## config.mk

```make
export PLATFORM = sky130hd
export DESIGN_NAME = usb_rx_packet_decoder
export DESIGN_NICKNAME = d
export VERILOG_FILES = /design/src/rtl/usb_rx_packet_decoder.sv
export SDC_FILE = /design/constraint.sdc
export NUM_CORES = 1
export LEC_CHECK = 0
export BUFFER_PORTS_ARGS = -buffer_cell sky130_fd_sc_hd__buf_2
export CAP_MARGIN = 20
export CORE_MARGIN = 1.5
export CORE_UTILIZATION = 40
export DETAILED_ROUTE_END_ITERATION = 8
export HOLD_SLACK_MARGIN = 0.15
export SLEW_MARGIN = 0
export SYNTH_ARGS = -nofsm -noshare
export SYNTH_HDL_FRONTEND = slang
export SYNTH_SLANG_ARGS = --single-unit
```

## constraint.sdc

```tcl
create_clock -name clk -period 6.4 [get_ports clk]
set_input_delay 1.28 -clock clk [delete_from_list [all_inputs] [get_ports clk]]
set_output_delay 1.28 -clock clk [all_outputs]
set_load 0.05 [all_outputs]
```

## src/rtl/usb_rx_packet_decoder.sv

```systemverilog
// USB receive packet layer: PID, CRC5, CRC16 and length checks, token field decode,
// and payload streaming with the trailing CRC16 bytes held back and never emitted.
module usb_rx_packet_decoder #(
  parameter int MAX_PAYLOAD = 64
) (
  input  logic       clk,
  input  logic       nRST,
  input  logic [7:0] rx_data_i,
  input  logic       rx_valid_i,
  input  logic       rx_eop_i,
  input  logic       rx_error_i,
  output logic [3:0] pid_out_o,
  output logic       pid_valid_o,
  output logic [6:0] tok_addr_o,
  output logic [3:0] tok_endp_o,
  output logic       tok_valid_o,
  output logic [7:0] pl_data_o,
  output logic       pl_valid_o,
  output logic       pkt_done_o,
  output logic       pkt_ok_o,
  output logic       err_pid_o,
  output logic       err_crc_o,
  output logic       err_len_o,
  output logic       err_rx_o,
  output logic       busy_o
);

  localparam int CW = $clog2(MAX_PAYLOAD + 4);
  localparam logic [CW-1:0] CNT_ABORT = CW'(MAX_PAYLOAD + 3);
  localparam logic [CW-1:0] CNT_TWO   = CW'(2);
  localparam logic [CW-1:0] CNT_THREE = CW'(3);
  localparam logic [4:0]    CRC5_RES  = 5'b01100;
  localparam logic [15:0]   CRC16_RES = 16'h800D;

  typedef enum logic [2:0] {IDLE, TOKEN, DATA, HSHAKE, DRAIN} state_t;

  function automatic logic [4:0] crc5_byte(input logic [4:0] c, input logic [7:0] b);
    logic [4:0] r;
    r = c;
    for (int i = 0; i < 8; i++) begin
      if (r[4] ^ b[i]) r = {r[3:0], 1'b0} ^ 5'b00101;
      else             r = {r[3:0], 1'b0};
    end
    return r;
  endfunction

  function automatic logic [15:0] crc16_byte(input logic [15:0] c, input logic [7:0] b);
    logic [15:0] r;
    r = c;
    for (int i = 0; i < 8; i++) begin
      if (r[15] ^ b[i]) r = {r[14:0], 1'b0} ^ 16'h8005;
      else              r = {r[14:0], 1'b0};
    end
    return r;
  endfunction

  state_t        state_q, state_d, fin_state;
  logic [CW-1:0] cnt_q, cnt_d, cnt_inc;
  logic [4:0]    crc5_q, crc5_d;
  logic [15:0]   crc16_q, crc16_d;
  logic [7:0]    hold0_q, hold0_d, hold1_q, hold1_d;
  logic [7:0]    byte1_q, byte1_d;
  logic          eop_q, eop_rise;

  logic [3:0] pid_q, pid_d;
  logic       pid_valid_q, pid_valid_d;
  logic [6:0] tok_addr_q, tok_addr_d;
  logic [3:0] tok_endp_q, tok_endp_d;
  logic       tok_valid_q, tok_valid_d;
  logic [7:0] pl_data_q, pl_data_d;
  logic       pl_valid_q, pl_valid_d;
  logic       pkt_done_q, pkt_done_d;
  logic       pkt_ok_q, pkt_ok_d;
  logic       err_pid_q, err_pid_d;
  logic       err_crc_q, err_crc_d;
  logic       err_len_q, err_len_d;
  logic       err_rx_q, err_rx_d;
  logic       busy_q, busy_d;

  assign eop_rise = rx_eop_i & ~eop_q;
  assign cnt_inc  = cnt_q + CW'(1);

  always_ff @(posedge clk or negedge nRST) begin
    if (!nRST) begin
      state_q     <= IDLE;
      cnt_q       <= '0;
      crc5_q      <= 5'h1F;
      crc16_q     <= 16'hFFFF;
      hold0_q     <= '0;
      hold1_q     <= '0;
      byte1_q     <= '0;
      eop_q       <= 1'b0;
      pid_q       <= '0;
      pid_valid_q <= 1'b0;
      tok_addr_q  <= '0;
      tok_endp_q  <= '0;
      tok_valid_q <= 1'b0;
      pl_data_q   <= '0;
      pl_valid_q  <= 1'b0;
      pkt_done_q  <= 1'b0;
      pkt_ok_q    <= 1'b0;
      err_pid_q   <= 1'b0;
      err_crc_q   <= 1'b0;
      err_len_q   <= 1'b0;
      err_rx_q    <= 1'b0;
      busy_q      <= 1'b0;
    end else begin
      state_q     <= state_d;
      cnt_q       <= cnt_d;
      crc5_q      <= crc5_d;
      crc16_q     <= crc16_d;
      hold0_q     <= hold0_d;
      hold1_q     <= hold1_d;
      byte1_q     <= byte1_d;
      eop_q       <= rx_eop_i;
      pid_q       <= pid_d;
      pid_valid_q <= pid_valid_d;
      tok_addr_q  <= tok_addr_d;
      tok_endp_q  <= tok_endp_d;
      tok_valid_q <= tok_valid_d;
      pl_data_q   <= pl_data_d;
      pl_valid_q  <= pl_valid_d;
      pkt_done_q  <= pkt_done_d;
      pkt_ok_q    <= pkt_ok_d;
      err_pid_q   <= err_pid_d;
      err_crc_q   <= err_crc_d;
      err_len_q   <= err_len_d;
      err_rx_q    <= err_rx_d;
      busy_q      <= busy_d;
    end
  end

  always_comb begin
    state_d     = state_q;
    fin_state   = state_q;
    cnt_d       = cnt_q;
    crc5_d      = crc5_q;
    crc16_d     = crc16_q;
    hold0_d     = hold0_q;
    hold1_d     = hold1_q;
    byte1_d     = byte1_q;
    pid_d       = pid_q;
    pid_valid_d = 1'b0;
    tok_addr_d  = tok_addr_q;
    tok_endp_d  = tok_endp_q;
    tok_valid_d = 1'b0;
    pl_data_d   = pl_data_q;
    pl_valid_d  = 1'b0;
    pkt_done_d  = 1'b0;
    pkt_ok_d    = 1'b0;
    err_pid_d   = err_pid_q;
    err_crc_d   = err_crc_q;
    err_len_d   = err_len_q;
    err_rx_d    = err_rx_q;

    if (state_q == IDLE) begin
      if (rx_valid_i) begin
        pid_d     = rx_data_i[3:0];
        cnt_d     = '0;
        crc5_d    = 5'h1F;
        crc16_d   = 16'hFFFF;
        err_pid_d = 1'b0;
        err_crc_d = 1'b0;
        err_len_d = 1'b0;
        err_rx_d  = 1'b0;
        // Reserved "special" type (PID[1:0]==00) is rejected like a corrupted PID
        if ((rx_data_i[7:4] != ~rx_data_i[3:0]) || (rx_data_i[1:0] == 2'b00)) begin
          err_pid_d = 1'b1;
          state_d   = DRAIN;
        end else begin
          pid_valid_d = 1'b1;
          case (rx_data_i[1:0])
            2'b01:   state_d = TOKEN;
            2'b11:   state_d = DATA;
            default: state_d = HSHAKE;
          endcase
        end
      end
    end else if (rx_error_i) begin
      err_rx_d = 1'b1;
      state_d  = DRAIN;
    end else if (rx_valid_i) begin
      case (state_q)
        TOKEN: begin
          if (cnt_q == CNT_TWO) begin
            err_len_d = 1'b1;
            state_d   = DRAIN;
          end else begin
            cnt_d  = cnt_inc;
            crc5_d = crc5_byte(crc5_q, rx_data_i);
            if (cnt_q == '0) begin
              byte1_d = rx_data_i;
            end else begin
              tok_addr_d = byte1_q[6:0];
              tok_endp_d = {rx_data_i[2:0], byte1_q[7]};
            end
          end
        end
        DATA: begin
          cnt_d   = cnt_inc;
          crc16_d = crc16_byte(crc16_q, rx_data_i);
          if (cnt_inc == CNT_ABORT) begin
            err_len_d = 1'b1;
            state_d   = DRAIN;
          end else begin
            // Two-deep delay so the final two bytes (CRC16) are never emitted
            if (cnt_inc >= CNT_THREE) begin
              pl_data_d  = hold0_q;
              pl_valid_d = 1'b1;
            end
            hold0_d = hold1_q;
            hold1_d = rx_data_i;
          end
        end
        HSHAKE: begin
          err_len_d = 1'b1;
          state_d   = DRAIN;
        end
        default: ;
      endcase
    end

    if (eop_rise && ((state_q != IDLE) || rx_valid_i)) begin
      fin_state = state_d;
      case (fin_state)
        TOKEN: begin
          if (cnt_d != CNT_TWO)   err_len_d = 1'b1;
          if (crc5_d != CRC5_RES) err_crc_d = 1'b1;
        end
        DATA: begin
          if (cnt_d < CNT_TWO)      err_len_d = 1'b1;
          if (crc16_d != CRC16_RES) err_crc_d = 1'b1;
        end
        default: ;
      endcase
      pkt_done_d  = 1'b1;
      pkt_ok_d    = ~(err_pid_d | err_crc_d | err_len_d | err_rx_d);
      tok_valid_d = (fin_state == TOKEN) && pkt_ok_d;
      state_d     = IDLE;
    end

    busy_d = (state_d != IDLE);
  end

  assign pid_out_o   = pid_q;
  assign pid_valid_o = pid_valid_q;
  assign tok_addr_o  = tok_addr_q;
  assign tok_endp_o  = tok_endp_q;
  assign tok_valid_o = tok_valid_q;
  assign pl_data_o   = pl_data_q;
  assign pl_valid_o  = pl_valid_q;
  assign pkt_done_o  = pkt_done_q;
  assign pkt_ok_o    = pkt_ok_q;
  assign err_pid_o   = err_pid_q;
  assign err_crc_o   = err_crc_q;
  assign err_len_o   = err_len_q;
  assign err_rx_o    = err_rx_q;
  assign busy_o      = busy_q;

endmodule

```

# Yosys cells after proc, flatten, opt, wreduce, memory -nomap -nowiden
# Index checks and enable logic that the tools add are counted.
[classes] muxes=143 addsub=1 reduce_logical=14 n_bitwise=44 eq_ne=13 magnitude_cmp=2
[op_table] cell="16-bit two-way mux" count=41
[op_table] cell="5-bit two-way mux" count=41
[op_table] cell="3-bit two-way mux" count=16
[op_table] cell="7-bit two-way mux" count=5
[op_table] cell="1-bit two-way mux" count=34
[op_table] cell="3-bit inverter" count=8
[op_table] cell="6-bit AND reduction" count=3
[op_table] cell="16-bit != test, second input constant" count=1
[op_table] cell="2-bit inverter" count=8
[op_table] cell="1-bit bitwise XOR" count=16
[op_table] cell="7-bit one-hot mux with 2 select lines" count=1
[op_table] cell="3-bit by 2-bit == test with 1-bit output, second input constant" count=3
[op_table] cell="3-bit one-hot mux with 3 select lines" count=1
[op_table] cell="7-bit by 1-bit adder with 7-bit output, second input constant" count=1
[op_table] cell="7-bit by 2-bit == test with 1-bit output, second input constant" count=1
[op_table] cell="7-bit == test, second input constant" count=1
[op_table] cell="7-bit by 2-bit >= comparator with 1-bit output, second input constant" count=1
[op_table] cell="7-bit logical NOT" count=1
[op_table] cell="7-bit by 2-bit < comparator with 1-bit output, second input constant" count=1
[op_table] cell="7-bit by 2-bit != test with 1-bit output, second input constant" count=1
[op_table] cell="1-bit inverter" count=7
[op_table] cell="3-bit by 1-bit == test with 1-bit output, second input constant" count=2
[op_table] cell="3-bit nonzero test" count=2
[op_table] cell="5-bit by 4-bit != test with 1-bit output, second input constant" count=1
[op_table] cell="other kinds (15)" count=20
[word_totals] output_inout_bits=33 register_bits=89 word_cells=239 input_bits=13

# Logic depth before layout (Yosys ltp)
[logic_depth] ltp_word=66 mapped_depth=10 depth_no_buf=9

# Worst setup path after synthesis
# No wires, ideal clock.
[synth_path] path_type="input -> register" start="in rx_data_i[1]" end="reg err_crc_q (netlist: err_crc_o)" stages=9 setup_ns=0.067 n_path_buf=1 required_ns=6.333 setup_slack_ns=3.176 t_arrival_ns=3.157 cell_sequence="buf_2 > xnor2_1 > xnor2_1 > xnor3_1 > xor2_1 > a21oi_1 > nor2_1 > a311oi_1 > a221o_1"
[synth_between] elab_cells_between_ends=114 classes_between="7 x eq/ne; 86 x mux; 19 x bitwise; 2 x reduce/logical"
[synth_lines] item="start, declared" line_no="8" text="input logic [7:0] rx_data_i,"
[synth_lines] item="1-bit bitwise XOR" line_no="51" text="if (r[15] ^ b[i]) r = {r[14:0], 1'b0} ^ 16'h8005;"
[synth_lines] item="16-bit two-way mux" line_no="51"
[synth_lines] item="16-bit two-way mux" line_no="183" text="case (state_q)"
[synth_lines] item="16-bit two-way mux" line_no="182" text="end else if (rx_valid_i) begin"
[synth_lines] item="16-bit two-way mux" line_no="179" text="end else if (rx_error_i) begin"
[synth_lines] item="16-bit two-way mux" line_no="156" text="if (state_q == IDLE) begin"
[synth_lines] item="1-bit bitwise XOR" line_no="51"
[synth_lines] item="16-bit two-way mux" line_no="51"
[synth_lines] item="(+31 left out)"
[synth_lines] item="16-bit two-way mux" line_no="179"
[synth_lines] item="16-bit two-way mux" line_no="156"
[synth_lines] item="named net crc16_d[1]" line_no="60" text="logic [15:0] crc16_q, crc16_d;"
[synth_lines] item="16-bit != test" line_no="232" text="if (crc16_d != CRC16_RES) err_crc_d = 1'b1;"
[synth_lines] item="1-bit two-way mux" line_no="232"
[synth_lines] item="1-bit one-hot mux with 2 select lines" line_no="225" text="case (fin_state)"
[synth_lines] item="1-bit two-way mux (2 in a row)" line_no="223" text="if (eop_rise && ((state_q != IDLE) || rx_valid_i)) begin"
[synth_lines] item="named net err_crc_d" line_no="75" text="logic err_crc_q, err_crc_d;"
[synth_lines] item="end signal, assigned" line_no="126" text="err_crc_q <= err_crc_d;"
[synth_lines] item="end, declared" line_no="75"
# The timed path passes the listed nets, and every way through them passes these cells. The select of a mux whose other input is x is not followed.
# A chain may end at the register's enable or synchronous reset.

# Worst setup path in the final report
[layout_path] start="in rx_valid_i" end="reg err_crc_q (netlist: err_crc_o)"
[layout_between] elab_chain_len=8 elab_cells_between_ends=25 classes_between="4 x eq/ne; 19 x mux; 2 x reduce/logical"
[layout_lines] item="start, declared" line_no="9" text="input logic rx_valid_i,"
[layout_lines] item="16-bit two-way mux" line_no="182"
[layout_lines] item="16-bit two-way mux" line_no="179"
[layout_lines] item="16-bit two-way mux (*)" line_no="156"
[layout_lines] item="named net crc16_d[2]" line_no="60"
[layout_lines] item="16-bit != test (*)" line_no="232"
[layout_lines] item="1-bit two-way mux (*)" line_no="232"
[layout_lines] item="1-bit one-hot mux with 2 select lines (*)" line_no="225"
[layout_lines] item="1-bit two-way mux (*) (2 in a row)" line_no="223"
[layout_lines] item="named net err_crc_d" line_no="75"
# Mark *: on every way through the listed nets, which the timed path passes. The rest lies on a longest branch. The select of a mux whose other input is x is not followed.

==> impl_metrics.toml <==
[run_status]
status = "finished, final reports clean"

[worst_setup_path]
r2r-end = "hold0_q[5]$_DFFE_PN0P_"
ff2ff_path_depth = 7
crit_start = "rx_valid_i"
slowest_delay_ns = 0.55
crit_type = "in -> reg"
endpoint_kind = "flip-flop"
r2r-start = "cnt_q[1]$_DFF_PN0_"
r2r_slack_ns = 3.43
cp_max_fo = 17
critical_path_buf_inv_count = 1
cp_top_family = "simple AND/OR/NAND/NOR gates"
worst-endpoint-arrival_ns = 3.51
start_kind = "primary input"
crit_required_ns = 6.63
path_cells = "buf_2, and2b_1, and2_1, o22a_1, nor3b_1, nand2_1, nor4_1, a311oi_1, a221o_1"
critical_path.slowest_cell = "and2_1"
endpoint = "err_crc_o$_DFF_PN0_"
cp_num_cells = 9

[sta]
setup_viol = 0
skew_ns = 0.00757
rsz0062_at_grt = "no"
fin_crit_ns = 3.28
finalHoldViolCount = 0
fmax_mhz = 305
finalCritPeriodShare_pct = 51.2
fin_setup_tns_ns = 0
tightest_slew_ns = 0.812
slew_violations = 0
max_slew_margin_pct = 45.7

[yosys]
netlist_area_mm2 = 0.00458
synth_seq_area_share_pct = 49.2
yosys_warnings = 0
synth_cell_types = 63
synth_nets = 430
synthArstFlopShare_pct = 100
synth_edf_count = 0
ys_ff_latch = 89
netlist_top_cells_area = "dfrtp_1 (37%), dfstp_2 (12%), mux2_2 (11%), xnor2_1 (5.6%), nand2_1 (2.3%)"
yosysTopAreaCellShare_pct = 37.2
yosysTopAreaCell = "dfrtp_1"
syn-mean-instance-area_um2 = 11.1
ys.flop_type = "dfrtp_1"
synthCells = 414

[clocking]
cts_buffer_depth = 2
cts_setup_buffers = 0
clk_latency_ns = 0.35
cts_resized = 0
cts_buffers = 9
cts_tree = "built"
clockRootBuffer = "clkbuf_16"
cts.sinks = 89
h-tree-depth = 3
postCtsHoldBufs = 0
clk_pin_slew_ns = 0.06

[power]
ir_drop_v = 0.000176
power_frac_comb_pct = 13.0
leakage_nw = 2.34
power.density_mw_per_mm2 = 256
internal_power_w = 0.000981
power_frac_seq_pct = 44.4
power.switching_w = 0.000352
swShare_pct = 26.4
clkPwrFrac_pct = 42.7

[hold_path]
hold_class = "reg -> reg"

[grt]
grt_pass1_vias = 3283
grt_max_degree = 60
grt_first_pass_wirelength_um = 17200
track_usage_pct = 19.0
antenna_found_initial = 0
grt-ovfl-total = 0

[placement]
dp_hpwl_um = 7370
dpl.cell_count = 581
numPortBuffers = 45
place_congestion = 0.863

[floorplan]
start_util_pct = 41.7
die_w_um = 110
core_mm2 = 0.0110
num_io_pins = 46
dieHeight_um = 110
row_count = 38
die_area_mm2 = 0.0121

[layout]
final_cells = 597
antenna_cells = 0
nNetsFinal = 468
layout_commonest_cell = "dfrtp_1"
nFillCells = 1017
drive_above_1_share_pct = 30.4
area_delta_synth_final_pct = 13.9
mostFrequentLayoutCells = "dfrtp_1 (68), buf_2 (44), mux2_2 (43)"

[route]
wl_um = 10300
drc = 0
firstDrtPassIters = 5
wire_per_inst_um = 17.3
via_count = 3260
ant_nets = 0
via_per_inst = 5.46
drt_iter0_markers = 146

[run]
cap_violations = 0
cell usage after synthesis (7+ instances only):
| cell type | count |
|---|---|
| dfrtp_1 | 68 |
| mux2_2 | 43 |
| xnor2_1 | 29 |
| nand2_1 | 28 |
| nor2_1 | 28 |
| dfstp_2 | 21 |
| a21oi_1 | 15 |
| o21ai_0 | 15 |
| buf_2 | 12 |
| nand3_1 | 11 |
| nor3_1 | 10 |
| xor2_1 | 10 |
| inv_1 | 8 |
| clkbuf_1 | 7 |
state kept, by name, summed over array words and instances (netlist names):
signal       cells
pid_valid_o      1
crc5_q           5
cnt_q            7
busy_o           1
pkt_done_o       1
crc16_q         16
err_len_o        1
hold0_q          8
err_crc_o        1
pl_data_o        8
tok_addr_o       7
pl_valid_o       1
err_rx_o         1
state_q          3
hold1_q          8
pid_out_o        4
pkt_ok_o         1
byte1_q          8
tok_valid_o      1
err_pid_o        1
eop_q            1
tok_endp_o       4
routing by layer:
| metal | GRT usage (%) | wire [um] | part of all wire [%] |
|---|---|---|---|
| met1 | 25.9 | 4840 | 47 |
| met2 | 29.8 | 4860 | 47 |
| met3 | 4.62 | 432 | 4.2 |
| met4 | 5.94 | 172 | 1.7 |
| met5 | 0 | 0 | 0 |
kinds of logic after synthesis:
group	Yosys count	synth area share (%)
mux	44	10.8
xor+xnor	44	9.52
simple gates	121	13.7
flops	89	49.2
compound gates	83	12.6
buf+inv	29	3.04
fa+ha+maj	4	1.04
tightest hold or removal path, stage by stage (launching register included):
cell     delay (ns)
dfrtp_1        0.34
nand2_1        0.05
nand2_1        0.06
area by class of cell:
| class | instances | area (um2) | share of cell area, % |
|---|---|---|---|
| flip-flops and latches | 89 | 2250 | 43.2 |
| clock buffers | 10 | 229 | 4.39 |
| repair buffers | 48 | 250 | 4.80 |
| well taps | 140 | 175 | 3.36 |
| clock inverters | 6 | 92.6 | 1.78 |
| multi-input cells | 296 | 2180 | 41.9 |
| inverters | 8 | 30.0 | 0.576 |
power by group through the flow:
stage          registers (W)   logic, W  clock network, W
6_report            0.000591   0.000173          0.000569
5_1_grt             0.000594   0.000189          0.000609
4_1_cts             0.000592   0.000176          0.000587
2_1_floorplan       0.000638  0.0000895                 0
3_3_place_gp        0.000601   0.000174                 0
3_5_place_dp        0.000602   0.000175                 0
how the worst min path moves through the flow:
stage	startpoint	endpoint	cells after the start
global placement	pid_out_o[0]$_DFFE_PN0P_	pid_out_o[0]$_DFFE_PN0P_	2
floorplan	crc16_q[14]$_DFF_PN1_	crc16_q[14]$_DFF_PN1_	2
finish	pid_out_o[0]$_DFFE_PN0P_	pid_out_o[0]$_DFFE_PN0P_	2
CTS	pid_out_o[0]$_DFFE_PN0P_	pid_out_o[0]$_DFFE_PN0P_	2
detailed placement	pid_out_o[0]$_DFFE_PN0P_	pid_out_o[0]$_DFFE_PN0P_	2
global route	pid_out_o[3]$_DFFE_PN0P_	pid_out_o[3]$_DFFE_PN0P_	2
per-stage QoR:
stage	power [W]	hold WS, ns	area (um2)	utilization, %	setup WS, ns
global placement	0.000775	0.463	4890	44.5	2.83
floorplan	0.000728	0.468	4580	-	3.18
CTS	0.00135	0.486	5210	47.5	3.14
detailed placement	0.000777	0.470	4890	44.5	2.78
finish	0.00133	0.480	5210	47.5	3.12
global route	0.00139	0.512	5210	47.5	2.91
Note: power is estimated with default switching activity, not from simulation.
